==> src/rtl/ce_gen_pkg.sv <==
// Shared types, defaults and helpers for the fractional clock-enable generator.
package ce_gen_pkg;

    localparam int CE_DEF_NUM = 1;
    localparam int CE_DEF_DEN = 6;
    // Widest NUM/DEN any instance may use; narrower instances zero-extend.
    localparam int CE_MAX_W   = 32;

    typedef struct packed {
        logic [CE_MAX_W-1:0] num;
        logic [CE_MAX_W-1:0] den;
    } ce_cfg_t;

    // A numerator above the denominator saturates to "enable every cycle".
    function automatic logic [CE_MAX_W-1:0] effective_num(input ce_cfg_t cfg);
        return (cfg.num > cfg.den) ? cfg.den : cfg.num;
    endfunction

    function automatic int ce_ch_w(input int channels);
        return (channels > 1) ? $clog2(channels) : 1;
    endfunction

endpackage

==> src/rtl/ce_gen_if.sv <==
// Configuration/strobe bus and enable outputs of ce_gen.
interface ce_gen_if
    import ce_gen_pkg::*;
#(
    parameter int CHANNELS = 2,
    parameter int DIV_W    = 8
) ();
    localparam int CH_W = ce_ch_w(CHANNELS);

    logic                sync;
    logic                cfg_we;
    logic [CH_W-1:0]     cfg_ch;
    logic [DIV_W-1:0]    cfg_num;
    logic [DIV_W-1:0]    cfg_den;
    logic [CHANNELS-1:0] ce;
    logic [CHANNELS-1:0] pending;
    logic [CHANNELS-1:0] active;

    modport master (
        output sync, cfg_we, cfg_ch, cfg_num, cfg_den,
        input  ce, pending, active
    );

    modport slave (
        input  sync, cfg_we, cfg_ch, cfg_num, cfg_den,
        output ce, pending, active
    );

endinterface

==> src/rtl/ce_gen_chan.sv <==
// One fractional enable channel: accumulator, pending config and boundary switch.
module ce_gen_chan
    import ce_gen_pkg::*;
#(
    parameter int DIV_W   = 8,
    parameter int DEF_NUM = CE_DEF_NUM,
    parameter int DEF_DEN = CE_DEF_DEN
) (
    input  logic             clk_sys,
    input  logic             reset,
    input  logic             sync,
    input  logic             cfg_we,
    input  logic [DIV_W-1:0] cfg_num,
    input  logic [DIV_W-1:0] cfg_den,
    output logic             ce,
    output logic             pending,
    output logic             active
);

    logic [DIV_W-1:0] num_reg,  num_next;
    logic [DIV_W-1:0] den_reg,  den_next;
    logic [DIV_W-1:0] pnum_reg, pnum_next;
    logic [DIV_W-1:0] pden_reg, pden_next;
    logic [DIV_W-1:0] acc_reg,  acc_next;
    logic             pend_reg, pend_next;
    logic             ce_reg,   ce_next;

    ce_cfg_t          live_cfg;
    logic [DIV_W-1:0] eff_num;
    logic [DIV_W:0]   sum;
    logic             live_active;
    logic             hit;
    logic             apply;

    always_comb begin
        live_cfg.num = CE_MAX_W'(num_reg);
        live_cfg.den = CE_MAX_W'(den_reg);
        eff_num      = DIV_W'(effective_num(live_cfg));
        live_active  = (num_reg != '0) && (den_reg != '0);
        sum          = {1'b0, acc_reg} + {1'b0, eff_num};
        hit          = live_active && (sum >= {1'b0, den_reg});
        // Switch only where a pulse is being emitted, so no period is cut short.
        apply        = pend_reg && (sync || hit || !live_active);
    end

    always_comb begin
        num_next  = num_reg;
        den_next  = den_reg;
        pnum_next = pnum_reg;
        pden_next = pden_reg;
        acc_next  = acc_reg;
        pend_next = pend_reg;
        ce_next   = 1'b0;

        if (sync) begin
            acc_next = '0;
        end else if (live_active) begin
            ce_next  = hit;
            acc_next = hit ? DIV_W'(sum - {1'b0, den_reg}) : DIV_W'(sum);
        end else begin
            acc_next = '0;
        end

        if (apply) begin
            num_next  = pnum_reg;
            den_next  = pden_reg;
            acc_next  = '0;
            pend_next = 1'b0;
        end

        // A write landing on a boundary edge queues behind the value being applied.
        if (cfg_we) begin
            pnum_next = cfg_num;
            pden_next = cfg_den;
            pend_next = 1'b1;
        end
    end

    always_ff @(posedge clk_sys) begin
        if (reset) begin
            num_reg  <= DIV_W'(DEF_NUM);
            den_reg  <= DIV_W'(DEF_DEN);
            pnum_reg <= '0;
            pden_reg <= '0;
            acc_reg  <= '0;
            pend_reg <= 1'b0;
            ce_reg   <= 1'b0;
        end else begin
            num_reg  <= num_next;
            den_reg  <= den_next;
            pnum_reg <= pnum_next;
            pden_reg <= pden_next;
            acc_reg  <= acc_next;
            pend_reg <= pend_next;
            ce_reg   <= ce_next;
        end
    end

    assign ce      = ce_reg;
    assign pending = pend_reg;
    assign active  = live_active;

endmodule

==> src/rtl/ce_gen.sv <==
// Multi-channel fractional clock-enable generator: per-channel NUM/DEN enables.
module ce_gen
    import ce_gen_pkg::*;
#(
    parameter int CHANNELS = 2,
    parameter int DIV_W    = 8,
    parameter int DEF_NUM  = CE_DEF_NUM,
    parameter int DEF_DEN  = CE_DEF_DEN
) (
    input  logic     clk_sys,
    input  logic     reset,
    ce_gen_if.slave  bus
);

    localparam int CH_W = ce_ch_w(CHANNELS);

    logic [CHANNELS-1:0] chan_we;
    logic [CHANNELS-1:0] ce_w;
    logic [CHANNELS-1:0] pending_w;
    logic [CHANNELS-1:0] active_w;

    generate
        for (genvar gi = 0; gi < CHANNELS; gi++) begin : g_chan
            // Out-of-range channel indices match no instance and are dropped.
            assign chan_we[gi] = bus.cfg_we && (bus.cfg_ch == CH_W'(gi));

            ce_gen_chan #(
                .DIV_W   (DIV_W),
                .DEF_NUM (DEF_NUM),
                .DEF_DEN (DEF_DEN)
            ) u_chan (
                .clk_sys (clk_sys),
                .reset   (reset),
                .sync    (bus.sync),
                .cfg_we  (chan_we[gi]),
                .cfg_num (bus.cfg_num),
                .cfg_den (bus.cfg_den),
                .ce      (ce_w[gi]),
                .pending (pending_w[gi]),
                .active  (active_w[gi])
            );
        end
    endgenerate

    assign bus.ce      = ce_w;
    assign bus.pending = pending_w;
    assign bus.active  = active_w;

endmodule

==> src/flat_wrapper.sv <==
// flat-port wrapper written by rule: the top's interface ports become plain ports
module ce_gen_flat import ce_gen_pkg::*;
#(
    parameter int CHANNELS = 2,
    parameter int DIV_W    = 8,
    parameter int DEF_NUM  = CE_DEF_NUM,
    parameter int DEF_DEN  = CE_DEF_DEN
)
  (clk_sys, reset, bus_sync, bus_cfg_we, bus_cfg_ch, bus_cfg_num, bus_cfg_den, bus_ce, bus_pending, bus_active);
  ce_gen_if #(.CHANNELS(CHANNELS), .DIV_W(DIV_W)) bus_i ();
  input  logic clk_sys;
  input  logic reset;
  input wire logic [$bits(bus_i.sync)-1:0] bus_sync;
  input wire logic [$bits(bus_i.cfg_we)-1:0] bus_cfg_we;
  input wire logic [$bits(bus_i.cfg_ch)-1:0] bus_cfg_ch;
  input wire logic [$bits(bus_i.cfg_num)-1:0] bus_cfg_num;
  input wire logic [$bits(bus_i.cfg_den)-1:0] bus_cfg_den;
  output wire logic [$bits(bus_i.ce)-1:0] bus_ce;
  output wire logic [$bits(bus_i.pending)-1:0] bus_pending;
  output wire logic [$bits(bus_i.active)-1:0] bus_active;
  assign bus_i.sync = bus_sync;
  assign bus_i.cfg_we = bus_cfg_we;
  assign bus_i.cfg_ch = bus_cfg_ch;
  assign bus_i.cfg_num = bus_cfg_num;
  assign bus_i.cfg_den = bus_cfg_den;
  assign bus_ce = bus_i.ce;
  assign bus_pending = bus_i.pending;
  assign bus_active = bus_i.active;
  ce_gen #(.CHANNELS(CHANNELS), .DIV_W(DIV_W), .DEF_NUM(DEF_NUM), .DEF_DEN(DEF_DEN)) u_core (.clk_sys(clk_sys), .reset(reset), .bus(bus_i));
endmodule
==> config.mk <==
export PLATFORM = sky130hd
export DESIGN_NAME = ce_gen_flat
export DESIGN_NICKNAME = d
export VERILOG_FILES = /design/src/rtl/ce_gen_pkg.sv /design/src/rtl/ce_gen_if.sv /design/src/rtl/ce_gen_chan.sv /design/src/rtl/ce_gen.sv /design/src/flat_wrapper.sv
export SDC_FILE = /design/constraint.sdc
export NUM_CORES = 1
export LEC_CHECK = 0
export CAP_MARGIN = 10
export CORE_MARGIN = 2
export CORE_UTILIZATION = 61
export DETAILED_ROUTE_END_ITERATION = 10
export MAX_ROUTING_LAYER = met4
export PLACE_DENSITY = 0.8
export SYNTH_ARGS = -nofsm -noshare
export SYNTH_HDL_FRONTEND = slang
export SYNTH_SLANG_ARGS = --single-unit
==> constraint.sdc <==
create_clock -name clk_sys -period 5.1 [get_ports clk_sys]
set_input_delay 0.51 -clock clk_sys [delete_from_list [all_inputs] [get_ports clk_sys]]
set_output_delay 0.51 -clock clk_sys [all_outputs]
set_load 0.01 [all_outputs]
==> impl_metrics.tcl, run 1 <==
set metrics [dict create \
    fmax_mhz 207 \
    die_h_um 99.5 \
    ys_ff_latch 84 \
    outcome "completed" \
    seq_area_frac_synth 0.302 \
    synth_cell_types 56 \
    num_io_pins 27 \
    numCtsBuffers 9 \
    syn_area_per_cell_um2 8.47 \
    grt.total_usage 0.280 \
    gp_congestion 0.959 \
    syn_area_um2 5560 \
    grt_max_degree 100 \
    cts_tree "built" \
    fin_nets 749 \
    clk_latency_ps 360 \
    end_kind "flop" \
    min_path_type "flop to flop" \
    grt_pass1_wl_mm 21.8 \
    hold-worst-slack_ps 460 \
    wl_per_cell_um 16.7 \
    synthCells 657 \
    min_period_ps 4830 \
    start_util 0.635 \
    core.rowCount 34 \
    crit_fanout 10 \
    p_leak_nw 2.46 \
    async_flop_share 0 \
    setup_viol 0 \
    cp-startpoint "u_core.g_chan[0].u_chan.den_reg[6]" \
    wl_mm 13.1 \
    cap_violations 0 \
    r2r_cells 20 \
    tightest_slew_ps 928 \
    antennaDiodeCount 0 \
    dpl_worst_slack_ps 21.1 \
    place_hpwl_mm 9.79 \
    coreArea_um2 8760 \
    vias 4717 \
    cp.arrival_ps 5110 \
    slew_headroom 0.380 \
    io_buffers 26 \
    syn_nets 732 \
    postCtsHoldBufs 0 \
    route.detailed.drc 0 \
    vdd_drop_max_uv 284 \
    hold_start "u_core.g_chan[0].u_chan.pden_reg[3]" \
    critical_path_class "flop to flop" \
    drive_above_1_share 0.0973 \
    grt_remaining_overflow 0 \
    synth_edf_count 0 \
    drt_iter0_markers 253 \
    hold_end "u_core.g_chan[0].u_chan.pden_reg[3]" \
    min_path_cells 2 \
    finalWorstSetupSlack_ps 272 \
    cts.sinks 84 \
    start_kind "flop" \
    root_buffer "clkbuf_8" \
    fin_setup_tns_ps 0 \
    antenna_found_initial 0 \
    yosysWarnings 0 \
    ys.flop_type "dfxtp_1" \
    first_pass_iters 4 \
    fin_util 0.699 \
    clock_path_buffers 2 \
    multi_input_area_um2 3600 \
    chipWidth_um 99.5 \
    grt_pass1_vias 4512 \
    r2r_slack_ps 270 \
    skew_ps 13.1 \
    seq_area_um2 1680 \
    grt_setup_unrepaired "false" \
    powerDensity_nw_per_um2 498 \
    r2r_end "u_core.g_chan[0].u_chan.pending" \
    fillers 717 \
    dieArea_um2 9900 \
    finalHoldViolations 0 \
    r2r-start "u_core.g_chan[0].u_chan.den_reg[6]" \
    h-tree-depth 3 \
    syn_to_final_growth_pct 10.2 \
    critPathRequiredTime_ps 5380 \
    clk_pin_slew_worst_paths_ps 90 \
    maxSlewViolCount 0 \
    period_share 0.947 \
    via_per_inst 6.00 \
    antenna_left 0 \
]
## what timing repair did
| action | in CTS | in global routing |
|---|---|---|
| pin swaps | 1 | 2 |
| setup endpoints to repair | 16 | 50 |
| resized for setup | 0 | 13 |
| setup buffers | 0 | 3 |
## power breakdown
part	switching, mW	internal, mW	leakage, nW
sequential	0.0496	0.737	0.683
combinational	1.01	0.770	1.68
clock	0.263	0.229	0.0963
## cells by family (layout without fill, tap and decap cells)
family | after synthesis | in the layout | synth area share
AND/OR/NAND/NOR | 238 | 238 | 0.217
AO/OA/AOI/OAI | 148 | 148 | 0.183
XOR/XNOR | 12 | 12 | 0.0189
multiplexers | 50 | 50 | 0.0936
adder cells (fa/ha/maj) | 54 | 54 | 0.127
flip-flops | 84 | 84 | 0.302
buffers and inverters | 71 | 92 | 0.0592
## per-layer routing
layer | GRT usage | part of all wire | wire length (um)
met5 | - | 0 | 0
met1 | 0.394 | 0.48 | 6300
met4 | 0.0695 | 0.0093 | 122
met3 | 0.0408 | 0.061 | 800
met2 | 0.426 | 0.45 | 5920
## cell usage in the layout, fill, tap and decap left out, types with 12 or more instances in the layout
cell and count:
nand3_1 15, mux2i_1 34, mux2_2 16, clkdlybuf4s50_1 25
nand2_1 81, a21oi_1 65, inv_1 40, nor2_1 30
o211ai_1 12, o21ai_0 14, nand2b_1 55, dfxtp_1 83
ha_1 50
## synth_stat cells, types with 7 or more instances
| cell | instances | area share |
|---|---|---|
| a21o_1 | 8 | 0.011 |
| a21oi_1 | 67 | 0.060 |
| and3_1 | 8 | 0.0090 |
| clkbuf_1 | 18 | 0.012 |
| dfxtp_1 | 84 | 0.30 |
| ha_1 | 50 | 0.11 |
| inv_1 | 40 | 0.027 |
| mux2_2 | 16 | 0.032 |
| mux2i_1 | 34 | 0.061 |
| nand2_1 | 81 | 0.055 |
| nand2b_1 | 55 | 0.062 |
| nand3_1 | 15 | 0.013 |
| nand4_1 | 7 | 0.0079 |
| nor2_1 | 30 | 0.020 |
| nor2b_1 | 8 | 0.0090 |
| nor4_1 | 10 | 0.011 |
| o211ai_1 | 12 | 0.016 |
| o21a_1 | 8 | 0.011 |
| o21ai_0 | 16 | 0.014 |
| xnor2_1 | 8 | 0.013 |
## stage by stage
| step | cell area [um2] | power [mW] | cells |
|---|---|---|---|
| 2_1_floorplan | 5560 | 2.10 | 657 |
| 3_3_place_gp | 5850 | 2.46 | 768 |
| 5_1_grt | 6130 | 3.26 | 786 |
| 3_5_place_dp | 5850 | 2.50 | 768 |
| 6_report | 6130 | 3.05 | 786 |
| 4_1_cts | 6040 | 2.99 | 783 |
## final cells by class
cell class	count	area share
multi-input cells	502	0.588
flip-flops and latches	84	0.275
repair buffers	37	0.0592
inverters	40	0.0245
well taps	108	0.0220
clock buffers	9	0.0202
clock inverters	6	0.0118
## worst max-delay path by stage
stage / end / slack [ps] / cells past startpoint
2_1_floorplan: u_core.g_chan[0].u_chan.den_reg[6] / 530 / 22
3_3_place_gp: u_core.g_chan[0].u_chan.den_reg[1] / 140 / 18
3_5_place_dp: u_core.g_chan[0].u_chan.den_reg[6] / 20 / 19
4_1_cts: u_core.g_chan[0].u_chan.den_reg[5] / 10 / 18
5_1_grt: u_core.g_chan[1].u_chan.num_reg[6] / 20 / 20
6_report: u_core.g_chan[0].u_chan.pending / 270 / 20
## worst max-delay path, stage by stage, from the launching register on
cell and delay, ps:
dfxtp_1 380, inv_1 90, ha_1 290, a21o_1 180, a21o_1 180, o21ai_0 300
a21oi_4 90, mux2_2 240, ha_1 170, inv_1 70, fa_1 390, nand3b_1 240
a21oi_4 230, o21a_1 190, nor2_1 60, ha_1 340, nand4_1 100, o21ai_0 170
a221o_2 470, or3_1 410, a21oi_1 160
Note: power is estimated with default switching activity, not from simulation.
==> run 2: changes to the inputs <==
- CAP_MARGIN: 10 -> 20
- CTS_BUF_LIST: default -> sky130_fd_sc_hd__clkbuf_4 sky130_fd_sc_hd__clkbuf_8 sky130_fd_sc_hd__clkbuf_16
==> results of run 2 <==
Same layout as run 1: the final DEF is identical, and so are final timing and power.
